$ cat src/rtl/ex_mem_register_if.sv
// Signal bundle between the EX stage, the EX/MEM pipeline register and the MEM stage.
// The slave modport is the register itself; the master modport is the surrounding pipeline.
interface ex_mem_register_if #(
  parameter int DATA_W = 32,
  parameter int REG_W  = 5
);
  logic              stall;
  logic              flush;
  logic              ID_EX_valid;
  logic [DATA_W-1:0] alu_result;
  logic [DATA_W-1:0] rt_data;
  logic [REG_W-1:0]  ID_EX_rt;
  logic [REG_W-1:0]  write_reg;
  logic              ID_EX_mem_read;
  logic              ID_EX_mem_write;
  logic              ID_EX_mem_to_reg;
  logic              ID_EX_reg_write;
  logic              sw_forward;
  logic [DATA_W-1:0] MEM_WB_write_data;

  logic              EX_MEM_valid;
  logic [DATA_W-1:0] EX_MEM_alu_result;
  logic [DATA_W-1:0] EX_MEM_rt_data;
  logic [REG_W-1:0]  EX_MEM_rt;
  logic [REG_W-1:0]  EX_MEM_rd;
  logic              EX_MEM_mem_read;
  logic              EX_MEM_mem_write;
  logic              EX_MEM_mem_to_reg;
  logic              EX_MEM_reg_write;
  logic [DATA_W-1:0] mem_write_data;
  logic [31:0]       fwd_count;

  modport slave (
    input  stall, flush, ID_EX_valid, alu_result, rt_data, ID_EX_rt, write_reg,
           ID_EX_mem_read, ID_EX_mem_write, ID_EX_mem_to_reg, ID_EX_reg_write,
           sw_forward, MEM_WB_write_data,
    output EX_MEM_valid, EX_MEM_alu_result, EX_MEM_rt_data, EX_MEM_rt, EX_MEM_rd,
           EX_MEM_mem_read, EX_MEM_mem_write, EX_MEM_mem_to_reg, EX_MEM_reg_write,
           mem_write_data, fwd_count
  );

  modport master (
    output stall, flush, ID_EX_valid, alu_result, rt_data, ID_EX_rt, write_reg,
           ID_EX_mem_read, ID_EX_mem_write, ID_EX_mem_to_reg, ID_EX_reg_write,
           sw_forward, MEM_WB_write_data,
    input  EX_MEM_valid, EX_MEM_alu_result, EX_MEM_rt_data, EX_MEM_rt, EX_MEM_rd,
           EX_MEM_mem_read, EX_MEM_mem_write, EX_MEM_mem_to_reg, EX_MEM_reg_write,
           mem_write_data, fwd_count
  );
endinterface

$ cat src/rtl/ex_mem_register.sv
// EX/MEM pipeline register with stall/flush and store-data forwarding from MEM/WB.
// Optional forwarded-store counter is built only when EX_MEM_FWD_CNT_EN is defined.
module ex_mem_register #(
  parameter int DATA_W = 32,
  parameter int REG_W  = 5
) (
  input  logic                clk,
  input  logic                rst,
  ex_mem_register_if.slave    bus
);

  logic              valid_q;
  logic [DATA_W-1:0] alu_result_q;
  logic [DATA_W-1:0] rt_data_q;
  logic [REG_W-1:0]  rt_q;
  logic [REG_W-1:0]  rd_q;
  logic              mem_read_q;
  logic              mem_write_q;
  logic              mem_to_reg_q;
  logic              reg_write_q;

  // A stalled stage recaptures the forwarded value so the store survives MEM/WB retiring.
  always_ff @(posedge clk or posedge rst) begin
    if (rst) begin
      valid_q      <= 1'b0;
      alu_result_q <= '0;
      rt_data_q    <= '0;
      rt_q         <= '0;
      rd_q         <= '0;
      mem_read_q   <= 1'b0;
      mem_write_q  <= 1'b0;
      mem_to_reg_q <= 1'b0;
      reg_write_q  <= 1'b0;
    end else if (bus.flush) begin
      valid_q      <= 1'b0;
      alu_result_q <= '0;
      rt_data_q    <= '0;
      rt_q         <= '0;
      rd_q         <= '0;
      mem_read_q   <= 1'b0;
      mem_write_q  <= 1'b0;
      mem_to_reg_q <= 1'b0;
      reg_write_q  <= 1'b0;
    end else if (bus.stall) begin
      if (bus.sw_forward) begin
        rt_data_q <= bus.MEM_WB_write_data;
      end
    end else begin
      valid_q      <= bus.ID_EX_valid;
      alu_result_q <= bus.alu_result;
      rt_data_q    <= bus.rt_data;
      rt_q         <= bus.ID_EX_rt;
      rd_q         <= bus.write_reg;
      mem_read_q   <= bus.ID_EX_valid & bus.ID_EX_mem_read;
      mem_write_q  <= bus.ID_EX_valid & bus.ID_EX_mem_write;
      mem_to_reg_q <= bus.ID_EX_valid & bus.ID_EX_mem_to_reg;
      reg_write_q  <= bus.ID_EX_valid & bus.ID_EX_reg_write;
    end
  end

  assign bus.EX_MEM_valid      = valid_q;
  assign bus.EX_MEM_alu_result = alu_result_q;
  assign bus.EX_MEM_rt_data    = rt_data_q;
  assign bus.EX_MEM_rt         = rt_q;
  assign bus.EX_MEM_rd         = rd_q;
  assign bus.EX_MEM_mem_read   = mem_read_q;
  assign bus.EX_MEM_mem_write  = mem_write_q;
  assign bus.EX_MEM_mem_to_reg = mem_to_reg_q;
  assign bus.EX_MEM_reg_write  = reg_write_q;
  assign bus.mem_write_data    = bus.sw_forward ? bus.MEM_WB_write_data : rt_data_q;

`ifdef EX_MEM_FWD_CNT_EN
  logic [31:0] fwd_cnt_q;

  // Counts stores that actually leave MEM with forwarded data; saturates instead of wrapping.
  always_ff @(posedge clk or posedge rst) begin
    if (rst) begin
      fwd_cnt_q <= '0;
    end else if (valid_q && mem_write_q && bus.sw_forward && !bus.stall && !bus.flush
                 && (fwd_cnt_q != 32'hFFFF_FFFF)) begin
      fwd_cnt_q <= fwd_cnt_q + 32'd1;
    end
  end

  assign bus.fwd_count = fwd_cnt_q;
`else
  assign bus.fwd_count = '0;
`endif

endmodule

$ cat src/flat_wrapper.sv
// flat-port wrapper written by rule: the top's interface ports become plain ports
module ex_mem_register_flat 
#(
  parameter int DATA_W = 32,
  parameter int REG_W  = 5
)
  (clk, rst, bus_stall, bus_flush, bus_ID_EX_valid, bus_alu_result, bus_rt_data, bus_ID_EX_rt, bus_write_reg, bus_ID_EX_mem_read, bus_ID_EX_mem_write, bus_ID_EX_mem_to_reg, bus_ID_EX_reg_write, bus_sw_forward, bus_MEM_WB_write_data, bus_EX_MEM_valid, bus_EX_MEM_alu_result, bus_EX_MEM_rt_data, bus_EX_MEM_rt, bus_EX_MEM_rd, bus_EX_MEM_mem_read, bus_EX_MEM_mem_write, bus_EX_MEM_mem_to_reg, bus_EX_MEM_reg_write, bus_mem_write_data, bus_fwd_count);
  ex_mem_register_if #(.DATA_W(DATA_W), .REG_W(REG_W)) bus_i ();
  input  logic clk;
  input  logic rst;
  input wire logic [$bits(bus_i.stall)-1:0] bus_stall;
  input wire logic [$bits(bus_i.flush)-1:0] bus_flush;
  input wire logic [$bits(bus_i.ID_EX_valid)-1:0] bus_ID_EX_valid;
  input wire logic [$bits(bus_i.alu_result)-1:0] bus_alu_result;
  input wire logic [$bits(bus_i.rt_data)-1:0] bus_rt_data;
  input wire logic [$bits(bus_i.ID_EX_rt)-1:0] bus_ID_EX_rt;
  input wire logic [$bits(bus_i.write_reg)-1:0] bus_write_reg;
  input wire logic [$bits(bus_i.ID_EX_mem_read)-1:0] bus_ID_EX_mem_read;
  input wire logic [$bits(bus_i.ID_EX_mem_write)-1:0] bus_ID_EX_mem_write;
  input wire logic [$bits(bus_i.ID_EX_mem_to_reg)-1:0] bus_ID_EX_mem_to_reg;
  input wire logic [$bits(bus_i.ID_EX_reg_write)-1:0] bus_ID_EX_reg_write;
  input wire logic [$bits(bus_i.sw_forward)-1:0] bus_sw_forward;
  input wire logic [$bits(bus_i.MEM_WB_write_data)-1:0] bus_MEM_WB_write_data;
  output wire logic [$bits(bus_i.EX_MEM_valid)-1:0] bus_EX_MEM_valid;
  output wire logic [$bits(bus_i.EX_MEM_alu_result)-1:0] bus_EX_MEM_alu_result;
  output wire logic [$bits(bus_i.EX_MEM_rt_data)-1:0] bus_EX_MEM_rt_data;
  output wire logic [$bits(bus_i.EX_MEM_rt)-1:0] bus_EX_MEM_rt;
  output wire logic [$bits(bus_i.EX_MEM_rd)-1:0] bus_EX_MEM_rd;
  output wire logic [$bits(bus_i.EX_MEM_mem_read)-1:0] bus_EX_MEM_mem_read;
  output wire logic [$bits(bus_i.EX_MEM_mem_write)-1:0] bus_EX_MEM_mem_write;
  output wire logic [$bits(bus_i.EX_MEM_mem_to_reg)-1:0] bus_EX_MEM_mem_to_reg;
  output wire logic [$bits(bus_i.EX_MEM_reg_write)-1:0] bus_EX_MEM_reg_write;
  output wire logic [$bits(bus_i.mem_write_data)-1:0] bus_mem_write_data;
  output wire logic [$bits(bus_i.fwd_count)-1:0] bus_fwd_count;
  assign bus_i.stall = bus_stall;
  assign bus_i.flush = bus_flush;
  assign bus_i.ID_EX_valid = bus_ID_EX_valid;
  assign bus_i.alu_result = bus_alu_result;
  assign bus_i.rt_data = bus_rt_data;
  assign bus_i.ID_EX_rt = bus_ID_EX_rt;
  assign bus_i.write_reg = bus_write_reg;
  assign bus_i.ID_EX_mem_read = bus_ID_EX_mem_read;
  assign bus_i.ID_EX_mem_write = bus_ID_EX_mem_write;
  assign bus_i.ID_EX_mem_to_reg = bus_ID_EX_mem_to_reg;
  assign bus_i.ID_EX_reg_write = bus_ID_EX_reg_write;
  assign bus_i.sw_forward = bus_sw_forward;
  assign bus_i.MEM_WB_write_data = bus_MEM_WB_write_data;
  assign bus_EX_MEM_valid = bus_i.EX_MEM_valid;
  assign bus_EX_MEM_alu_result = bus_i.EX_MEM_alu_result;
  assign bus_EX_MEM_rt_data = bus_i.EX_MEM_rt_data;
  assign bus_EX_MEM_rt = bus_i.EX_MEM_rt;
  assign bus_EX_MEM_rd = bus_i.EX_MEM_rd;
  assign bus_EX_MEM_mem_read = bus_i.EX_MEM_mem_read;
  assign bus_EX_MEM_mem_write = bus_i.EX_MEM_mem_write;
  assign bus_EX_MEM_mem_to_reg = bus_i.EX_MEM_mem_to_reg;
  assign bus_EX_MEM_reg_write = bus_i.EX_MEM_reg_write;
  assign bus_mem_write_data = bus_i.mem_write_data;
  assign bus_fwd_count = bus_i.fwd_count;
  ex_mem_register #(.DATA_W(DATA_W), .REG_W(REG_W)) u_core (.clk(clk), .rst(rst), .bus(bus_i));
endmodule
$ cat config.mk
export PLATFORM = sky130hd
export DESIGN_NAME = ex_mem_register_flat
export DESIGN_NICKNAME = d
export VERILOG_FILES = /design/src/rtl/ex_mem_register_if.sv /design/src/rtl/ex_mem_register.sv /design/src/flat_wrapper.sv
export SDC_FILE = /design/constraint.sdc
export NUM_CORES = 1
export LEC_CHECK = 0
export CORE_MARGIN = 5
export CORE_UTILIZATION = 40
export DETAILED_ROUTE_END_ITERATION = 10
export PLACE_DENSITY = 0.89
export SYNTH_ARGS = -nofsm -noshare
export SYNTH_HDL_FRONTEND = slang
export SYNTH_SLANG_ARGS = --single-unit
export TNS_END_PERCENT = 30
$ cat constraint.sdc
create_clock -name clk -period 6.4 [get_ports clk]
set_input_delay 0.96 -clock clk [delete_from_list [all_inputs] [get_ports clk]]
set_output_delay 0.96 -clock clk [all_outputs]
set_load 0.005 [all_outputs]
-- After elaboration in Yosys (flattened, before gate mapping)
Cells that the tools add are included.
- flip-flop bits (word level): 79
- input bits: 116
- output and inout bits: 143
- eq/ne operators: 1
- mux-type cells: 19
- bitwise gates (word level): 4
- operator list (operator ; number):
    2-to-1 mux 32 bit ; 5
    2-to-1 mux 5 bit ; 4
    2-to-1 mux 1 bit ; 10
    bitwise AND 1 bit ; 4
    inequality test 2 x 1 -> 1 bit, second input constant ; 1

-- Logic depth before layout (Yosys ltp)
Gate-level depths: netlist of the first run.
- depth after elaboration: 3
- gate-level depth with buffers: 4
- depth with buffers taken out: 2

-- Worst setup path before layout of the first run
No wires, ideal clock.
- kind: input port to output port
- start point: input port bus_sw_forward
- end point: output port bus_mem_write_data[0]
- arrival time: 1.520 ns
- required time: 5.440 ns
- path slack: 3.920 ns
- stages: 3
- path through: buf_6 -> buf_12 -> mux2_4
- cells in the longest elaborated chain, start to end: 1
- ends and longest elaborated chain (element ; RTL line ; source):
    start: declaration ; flat_wrapper.sv:22 ; input wire logic [$bits(bus_i.sw_forward)-1:0] bus_sw_forward;
    2-to-1 mux 32 bit ; ex_mem_register.sv:70 ; assign bus.mem_write_data = bus.sw_forward ? bus.MEM_WB_write_data : rt_data_q;
    end: declaration ; flat_wrapper.sv:33 ; output wire logic [$bits(bus_i.mem_write_data)-1:0] bus_mem_write_data;
Every way passes these cells.

-- Worst setup path in the final report of the first run
- start point: input port bus_sw_forward
- end point: output port bus_mem_write_data[31]
Same word-level chain as after synthesis.

==> results of run 1 <==
[routing by layer]
| layer | part of all wire (%) | wire (um) |
|---|---|---|
| met5 | 0 | 0 |
| met3 | 9.3 | 1120 |
| met2 | 50 | 5980 |
| met4 | 3.7 | 441 |
| met1 | 37 | 4460 |
[cell families (layout without fill, tap and decap cells)]
group	after synthesis	after routing	synth area share (%)
AO/OA/AOI/OAI	68	68	14.2
multiplexers	75	75	22.1
buffers and inverters	58	247	10.4
AND/OR/NAND/NOR	51	51	5.04
flip-flops	79	79	48.3
other	1	32	0.0915
[layout make-up]
type | count | area share, %
timing repair buffer | 229 | 35.4
sequential | 79 | 30.8
multi-input combinational | 226 | 28.2
tap | 136 | 2.65
clock buffer | 11 | 2.20
clock inverter | 5 | 0.527
inverter | 2 | 0.137
[cells in the mapped netlist (all sizes together)]
| cell | instances | area, um^2 |
|---|---|---|
| o21a | 32 | 240 |
| clkbuf | 3 | 11.3 |
| mux2 | 32 | 473 |
| inv | 2 | 7.51 |
| nor2 | 43 | 161 |
| buf | 53 | 407 |
| o21ba | 32 | 320 |
| nand2 | 4 | 15.0 |
| a21oi | 4 | 20.0 |
| mux2i | 43 | 430 |
| nand3b | 4 | 30.0 |
| conb | 1 | 3.75 |
| dfrtp | 79 | 1980 |
[per-stage QoR]
step	setup slack, ns	hold slack [ns]	utilization, %	instance area [um^2]	total power [W]
detailed placement	2.80	0.515	61.5	6240	0.000874
CTS	2.80	0.535	63.3	6410	0.00121
global placement	2.83	0.501	61.5	6240	0.000865
floorplan	3.42	0.514	-	4210	0.000699
finish	2.81	0.528	63.3	6410	0.00120
global route	2.73	0.547	63.3	6410	0.00126
[report_power, final]
| group | switching [W] | internal, W | total [W] |
|---|---|---|---|
| logic | 0.000108 | 0.000207 | 0.000314 |
| clock network | 0.000183 | 0.000151 | 0.000334 |
| registers | 0.0000178 | 0.000529 | 0.000547 |
[worst max-delay path, cell delays in order]
cell	delay, ns
buf_2	0.77
mux2_2	0.43
clkdlybuf4s50_1	0.45
[worst paths after layout]
kind	start	end	depth (start not counted)
hold reg to reg	u_core.bus.EX_MEM_mem_to_reg$_DFFE_PP0P_	u_core.bus.EX_MEM_mem_to_reg$_DFFE_PP0P_	2
setup / recovery	bus_sw_forward	bus_mem_write_data[31]	3
max in group asynchronous	rst	u_core.bus.EX_MEM_alu_result[4]$_DFFE_PP0P_	3
min in group asynchronous	rst	u_core.bus.EX_MEM_rt_data[2]$_DFF_PP0_	3
hold / removal	u_core.bus.EX_MEM_mem_to_reg$_DFFE_PP0P_	u_core.bus.EX_MEM_mem_to_reg$_DFFE_PP0P_	2
setup reg to reg	u_core.bus.EX_MEM_rt_data[2]$_DFF_PP0_	u_core.bus.EX_MEM_rt_data[2]$_DFF_PP0_	2
==> flow_summary_export.csv, run 1 <==
group,metric,value,unit
floorplanning,pin_count,259,
timing,skew,0,ns
floorplanning,core_region_area,0.0101,mm^2
floorplanning,start_util,40.4,%
floorplanning,die_area,0.0124,mm^2
synthesis,ys_seq_area_share,48.3,%
synthesis,ys_types,18,
finish,diodes,0,
finish,instances_no_fill,688,
timing,slew_headroom,28.8,%
power,pwr_density_cell,186,mW/mm^2
place,io_buffers,226,
drt,drt_wl_total,12.0,mm
synthesis,syn_area,0.00410,mm^2
clocking,cts.repair.resized,0,
grt,grt_antenna_before_repair,0,
drt,vias,3251,
setup_path,crit_fanout,32,
power,ir_drop,0.000128,V
grt,grt_use_total,19.1,%
clocking,clockBufferDepth,2,
drt,drtPass1Iterations,4,
clocking,path_clk_slew,0.08,ns
drt,drc,0,
grt,grt_pass1_vias,3659,
drt,viasPerCell,4.73,
timing,worst_pin_slew,1.07,ns
synthesis,avgSynthCellArea,12.3,um^2
timing,fmaxAchievable,0.279,GHz
clocking,cts.htree.levels,3,
finish,layout.area.seq,0.00198,mm^2
synthesis,ys_warn_count,0,
timing,period_needed,3.59,ns
setup_path,r2r_slack,5.43,ns
setup_path,cp.required,5.44,ns
grt,grt_pass1_wl,19.0,mm
finish,layout.cells.most_common,"clkdlybuf4s50_1",
timing,rsz0062_at_grt,"false",
clocking,clock_latency,0.34,ns
setup_path,critPathKind,"in -> out",
finish,multiInputGateArea,0.00181,mm^2
synthesis,synth_cells,332,
timing,slew_violations,0,
clocking,numCtsBuffers,9,
finish,n_fill_cell,775,
setup_path,worst_setup_path_end_kind,"output pin",
clocking,cts_root_buf,"clkbuf_8",
timing,period_share,56.1,%
drt,drt_iter0_markers,141,
clocking,post_cts_buffers,0,
place,place_hpwl,8.93,mm
synthesis,synth.ff_latch_count,79,
floorplanning,die_w,111,um
finish,layout_common_cells,"223 x clkdlybuf4s50_1, 79 x dfrtp_1, 43 x mux2i_1, 43 x nor2_1",
status,status,"complete, no violations",
clocking,hold_buffers,0,
clocking,cts_tree,"built",
finish,area_growth,56.6,%
floorplanning,num_rows,37,
timing,finalHoldViolCount,0,
setup_path,cp-start-kind,"input port",
clocking,cts.sink_count,79,
timing,setup_viol,0,
place,gp_congestion,0.803,
grt,grtUsageMet1,19.7,%
floorplanning,die_h,111,um
setup_path,cp.arrival,2.63,ns
finish,drive_gt1_share,15.6,%
grt,busiest_layer,"met2",
drt,avgRoutedWirePerCell,17.5,um
run,maxCapViolCount,0,
grt,grt_overflow,0,
grt,grt_max_degree,80,
timing,tns,0,ns
grt,met3_usage,6.77,%
finish,final_nets,663,
worst_hold_path,hold_class,"reg -> reg",
place,placed_cells,672,
drt,ant_nets,0,
power,leakage,2.87,nW
grt,use_met2,33.9,%
No activity file was read; power rests on OpenSTA's default activity.
==> run 2: changes to the inputs <==
--- a/config.mk
+++ b/config.mk
@@ -6,9 +6,9 @@
 export NUM_CORES = 1
 export LEC_CHECK = 0
 export CORE_MARGIN = 5
-export CORE_UTILIZATION = 40
+export CORE_UTILIZATION = 34
 export DETAILED_ROUTE_END_ITERATION = 10
-export PLACE_DENSITY = 0.89
+export PLACE_DENSITY = 0.8
 export SYNTH_ARGS = -nofsm -noshare
 export SYNTH_HDL_FRONTEND = slang
 export SYNTH_SLANG_ARGS = --single-unit
==> constraint.sdc (replaced) <==
create_clock -name clk -period 3.2 [get_ports clk]
set_input_delay 0.48 -clock clk [delete_from_list [all_inputs] [get_ports clk]]
set_output_delay 0.48 -clock clk [all_outputs]
set_load 0.005 [all_outputs]
==> flow_summary_export.csv, run 2 (same netlist as run 1, synthesis figures left out) <==
group,metric,value,unit
setup_path,critPathKind,"in -> out",
setup_path,cp-start-kind,"input port",
clocking,clockBufferDepth,2,
clocking,cts_root_buf,"clkbuf_16",
clocking,hold_buffers,0,
setup_path,rr_worst_depth,2,
setup_path,worstReg2RegEnd,"u_core.bus.EX_MEM_rt_data[19]$_DFF_PP0_",
finish,layout.cells.most_common,"clkdlybuf4s50_1",
setup_path,cp.required,2.72,ns
timing,setup_viol,0,
timing,rsz0062_at_grt,"false",
floorplanning,die_area,0.0143,mm^2
drt,ant_nets,0,
clocking,cts_tree,"built",
power,power.internal,0.00219,W
timing,hold_ws,0.527,ns
setup_path,cp.arrival,1.68,ns
drt,drtPass1Iterations,4,
floorplanning,start_util,34.4,%
finish,drive_gt1_share,15.9,%
grt,grt_pass1_vias,3503,
setup_path,crit_family,"buffers and inverters",
clocking,cts.htree.levels,3,
place,pre_cts_slack,1.04,ns
setup_path,worstSetupEndpoint,"bus_mem_write_data[31]",
drt,drt_wl_total,11.9,mm
timing,finalHoldViolCount,0,
power,pwr_density_cell,431,mW/mm^2
setup_path,crit_fanout,32,
grt,grt_pass1_wl,18.5,mm
power,p_clk_share,39.4,%
floorplanning,die_w,120,um
place,io_buffers,226,
power,switching_share,23.3,%
setup_path,crit_chain,"buf_2 -> buf_12 -> mux2_2 -> clkdlybuf4s50_1",
power,leakage,2.96,nW
setup_path,worst_setup_path_end_kind,"output pin",
place,place_hpwl,9.15,mm
finish,final_nets,664,
floorplanning,pin_count,259,
setup_path,r2r_slack,2.23,ns
clocking,post_cts_buffers,0,
power,seqPwrFrac,38.5,%
place,placed_cells,684,
grt,grt_overflow,0,
drt,avgRoutedWirePerCell,17.0,um
timing,period_needed,2.16,ns
worst_hold_path,hold_class,"reg -> reg",
status,status,"complete, no violations",
clocking,clock_latency,0.33,ns
setup_path,cpMaxStageDelayCell,"clkdlybuf4s50_1",
setup_path,cpPeakStageDelay,0.45,ns
power,ir_drop,0.000207,V
drt,viasPerCell,4.64,
timing,fmaxAchievable,0.463,GHz
finish,instances_no_fill,700,
timing,worst_pin_slew,1.03,ns
setup_path,reg2reg_from,"u_core.bus.EX_MEM_rt_data[19]$_DFF_PP0_",
floorplanning,num_rows,40,
power,comb_power_share,22.2,%
finish,layout_common_cells,"223 x clkdlybuf4s50_1, 79 x dfrtp_1, 43 x mux2i_1, 43 x nor2_1",
drt,drt_iter0_markers,112,
setup_path,crit_cells,4,
clocking,numCtsBuffers,9,
timing,period_share,67.5,%
place,gp_congestion,0.770,
timing,slew_violations,0,
grt,grt_max_degree,58,
timing,tns,0,ns
setup_path,crit_start,"bus_sw_forward",
drt,vias,3251,
finish,post-route-util,55.5,%
finish,diodes,0,
timing,slew_headroom,31.5,%
clocking,cts.repair.resized,0,
timing,fin_ws,1.04,ns
power,p_sw,0.000664,W
grt,grt_use_total,16.1,%
floorplanning,core_region_area,0.0119,mm^2
timing,skew,0,ns
clocking,cts.sink_count,79,
run,maxCapViolCount,0,
finish,area_growth,61.5,%
setup_path,crit_buf_inv,3,
floorplanning,die_h,120,um
clocking,path_clk_slew,0.06,ns
drt,drc,0,
grt,grt_antenna_before_repair,0,
==> run 2: cell types whose count changed in the layout (fill, tap and decap cells not counted), moves of 2 or more <==
| cell | previous run | this run |
|---|---|---|
| clkbuf_8 | 10 | 1 |
| clkinv_2 | 3 | 1 |
| bufinv_16 | 0 | 2 |
| clkbuf_16 | 0 | 9 |
| buf_12 | 0 | 2 |
==> run 2: final cells by class <==
class	count	area, um^2
fillers	1002	5300
repair buffers	230	2300
flip-flops and latches	79	1980
multi-input cells	226	1810
clock buffers	10	239
well taps	147	184
clock inverters	6	92.6
inverters	2	8.76
==> run 2: metal layers <==
layer | vias to the layer above | wire, um | global-route usage, %
met4 | 0 | 261 | 6.16
met2 | 178 | 6010 | 29.1
li1 | 1495 | - | -
met1 | 1558 | 4420 | 17.6
met5 | - | 0 | 0
met3 | 20 | 1180 | 5.23
==> run 2: power groups by stage <==
stage	registers, W	clock network [W]	logic (W)
after global routing	0.00110	0.00120	0.000678
after floorplan	0.00112	0	0.000283
after global placement	0.00111	0	0.000625
after detailed placement	0.00111	0	0.000637
after CTS	0.00110	0.00116	0.000640
final	0.00110	0.00112	0.000631
==> run 2: per-stage QoR <==
step	instance area (um^2)	power, W
final	6620	0.00285
after global routing	6620	0.00298
after CTS	6620	0.00290
after detailed placement	6280	0.00175
after global placement	6280	0.00174
after floorplan	4210	0.00140
==> run 2: how the worst min path moves through the flow <==
stage                                                       startpoint                                           end  slack [ns]  cells past startpoint
after CTS                 u_core.bus.EX_MEM_alu_result[16]$_DFFE_PP0P_  u_core.bus.EX_MEM_alu_result[16]$_DFFE_PP0P_        0.53                      2
after detailed placement   u_core.bus.EX_MEM_alu_result[0]$_DFFE_PP0P_   u_core.bus.EX_MEM_alu_result[0]$_DFFE_PP0P_        0.52                      2
final                      u_core.bus.EX_MEM_alu_result[9]$_DFFE_PP0P_   u_core.bus.EX_MEM_alu_result[9]$_DFFE_PP0P_        0.53                      2
after floorplan            u_core.bus.EX_MEM_alu_result[0]$_DFFE_PP0P_   u_core.bus.EX_MEM_alu_result[0]$_DFFE_PP0P_        0.51                      2
after global placement    u_core.bus.EX_MEM_alu_result[19]$_DFFE_PP0P_  u_core.bus.EX_MEM_alu_result[19]$_DFFE_PP0P_        0.50                      2
after global routing      u_core.bus.EX_MEM_alu_result[16]$_DFFE_PP0P_  u_core.bus.EX_MEM_alu_result[16]$_DFFE_PP0P_        0.55                      2
==> run 2: worst reg2reg max path: stages (launching register included) <==
cell and delay [ns]:
dfrtp_1 0.40, mux2_4 0.29, o21a_1 0.17
==> run 3: changes to the inputs <==
--- a/config.mk
+++ b/config.mk
@@ -6,9 +6,9 @@
 export NUM_CORES = 1
 export LEC_CHECK = 0
 export CORE_MARGIN = 5
-export CORE_UTILIZATION = 34
+export CORE_UTILIZATION = 37
 export DETAILED_ROUTE_END_ITERATION = 10
-export PLACE_DENSITY = 0.8
+export PLACE_DENSITY = 0.83
 export SYNTH_ARGS = -nofsm -noshare
 export SYNTH_HDL_FRONTEND = slang
 export SYNTH_SLANG_ARGS = --single-unit
==> constraint.sdc (replaced) <==
create_clock -name clk -period 2.15 [get_ports clk]
set_input_delay 0.3225 -clock clk [delete_from_list [all_inputs] [get_ports clk]]
set_output_delay 0.3225 -clock clk [all_outputs]
set_load 0.005 [all_outputs]
==> flow_summary_export.csv, run 3 (same netlist as run 1, synthesis figures left out) <==
group,metric,value,unit
place,place_hpwl,9.28,mm
clocking,clockBufferDepth,2,
floorplanning,start_util,37.8,%
timing,rsz0062_at_grt,"false",
timing,finalHoldViolCount,0,
drt,vias,3203,
run,maxCapViolCount,0,
place,placed_cells,678,
timing,period_needed,1.85,ns
clocking,path_clk_slew,0.08,ns
timing,skew,0,ns
finish,multiInputGateArea,0.00181,mm^2
floorplanning,die_w,115,um
floorplanning,core_region_area,0.0108,mm^2
finish,layout_common_cells,"223 x clkdlybuf4s50_1, 79 x dfrtp_1, 43 x mux2i_1, 43 x nor2_1",
finish,layout.area.seq,0.00198,mm^2
grt,grt_use_total,17.7,%
grt,grt_max_degree,84,
drt,viasPerCell,4.62,
clocking,cts.htree.levels,3,
timing,slew_violations,0,
setup_path,critPathKind,"in -> out",
grt,grt_pass1_vias,3500,
power,pwr_density_cell,561,mW/mm^2
grt,grt_pass1_wl,18.3,mm
finish,drive_gt1_share,15.7,%
clocking,cts.sink_count,79,
setup_path,reg2reg_from,"u_core.bus.EX_MEM_rt_data[29]$_DFF_PP0_",
finish,layout.cells.most_common,"clkdlybuf4s50_1",
drt,drt_iter0_markers,71,
place,gp_congestion,0.781,
place,io_buffers,226,
worst_hold_path,hold_class,"in -> async",
drt,drtPass1Iterations,4,
finish,instances_no_fill,694,
floorplanning,num_rows,38,
timing,period_share,85.9,%
clocking,hold_buffers,0,
drt,avgRoutedWirePerCell,17.4,um
setup_path,cp-start-kind,"input port",
grt,grt_overflow,0,
clocking,clock_latency,0.34,ns
clocking,post_cts_buffers,0,
setup_path,worst_setup_path_end_kind,"output pin",
setup_path,rr_worst_depth,2,
setup_path,cp.required,1.83,ns
timing,tns,0,ns
floorplanning,pin_count,259,
setup_path,cp.arrival,1.52,ns
clocking,cts_tree,"built",
status,status,"complete, no violations",
drt,ant_nets,0,
floorplanning,die_area,0.0133,mm^2
drt,drt_wl_total,12.1,mm
timing,slew_headroom,33.6,%
setup_path,r2r_slack,1.17,ns
floorplanning,die_h,115,um
finish,final_nets,665,
power,ir_drop,0.000320,V
power,leakage,2.90,nW
clocking,cts.repair.resized,0,
timing,worst_pin_slew,0.995,ns
setup_path,crit_fanout,32,
finish,diodes,0,
finish,area_growth,58.7,%
timing,fmaxAchievable,0.541,GHz
setup_path,worstReg2RegEnd,"u_core.bus.EX_MEM_rt_data[29]$_DFF_PP0_",
clocking,cts_root_buf,"clkbuf_8",
finish,n_fill_cell,896,
timing,setup_viol,0,
finish,post-route-util,60.0,%
drt,drc,0,
clocking,numCtsBuffers,9,
grt,grt_antenna_before_repair,0,
[run 3: cell types whose count changed in the layout (fill, tap and decap cells not counted), sizes merged]
| cell | before | now |
|---|---|---|
| buf | 7 | 8 |
| bufinv | 2 | 1 |
| clkbuf | 10 | 11 |
| clkinvlp | 2 | 3 |
| inv | 2 | 1 |
[run 3: power by group]
part	switching, W	total [W]	internal [W]
logic	0.000324	0.000950	0.000626
clock network	0.000533	0.00107	0.000538
registers	0.0000503	0.00163	0.00158
total	0.000907	0.00365	0.00274
[run 3: layer usage]
layer,vias to the layer above,share of wire (%),GRT usage (%)
met1,1525,34,18.4
met4,0,1.7,5.56
met2,163,51,31.7
li1,1501,-,-
met5,-,0,0
met3,14,13,8.26
[run 3: how the worst max path moves through the flow]
stage,from,endpoint,slack [ns],cells after the start
after floorplan,rst,u_core.bus.EX_MEM_alu_result[0]$_DFFE_PP0P_,0.93,1
after CTS,u_core.bus.EX_MEM_rt_data[29]$_DFF_PP0_,bus_mem_write_data[29],0.28,2
after detailed placement,bus_sw_forward,bus_mem_write_data[31],0.30,4
after global placement,bus_sw_forward,bus_mem_write_data[31],0.32,4
final,bus_sw_forward,bus_mem_write_data[31],0.30,4
after global routing,u_core.bus.EX_MEM_rt_data[29]$_DFF_PP0_,bus_mem_write_data[29],0.25,2
[run 3: layout make-up]
cell class	instances	share of cell area, %
Clock inverter	5	0.905
Tap cell	140	2.69
Multi-Input combinational cell	226	27.8
Timing Repair Buffer	231	36.0
Inverter	2	0.173
Sequential cell	79	30.4
Clock buffer	11	2.02
[run 3: critical path, cell delays in order]
cell             delay [ns]
buf_2                  0.10
buf_12                 0.25
mux2_2                 0.39
clkdlybuf4s50_1        0.44
[run 3: per-stage QoR]
step	total power, W	worst slack (ns)	instance area (um^2)	hold WS [ns]
global route	0.00385	0.249	6500	0.465
floorplan	0.00208	0.932	4220	0.476
global placement	0.00259	0.321	6310	0.502
CTS	0.00370	0.279	6500	0.460
detailed placement	0.00262	0.295	6310	0.515
finish	0.00365	0.303	6500	0.453
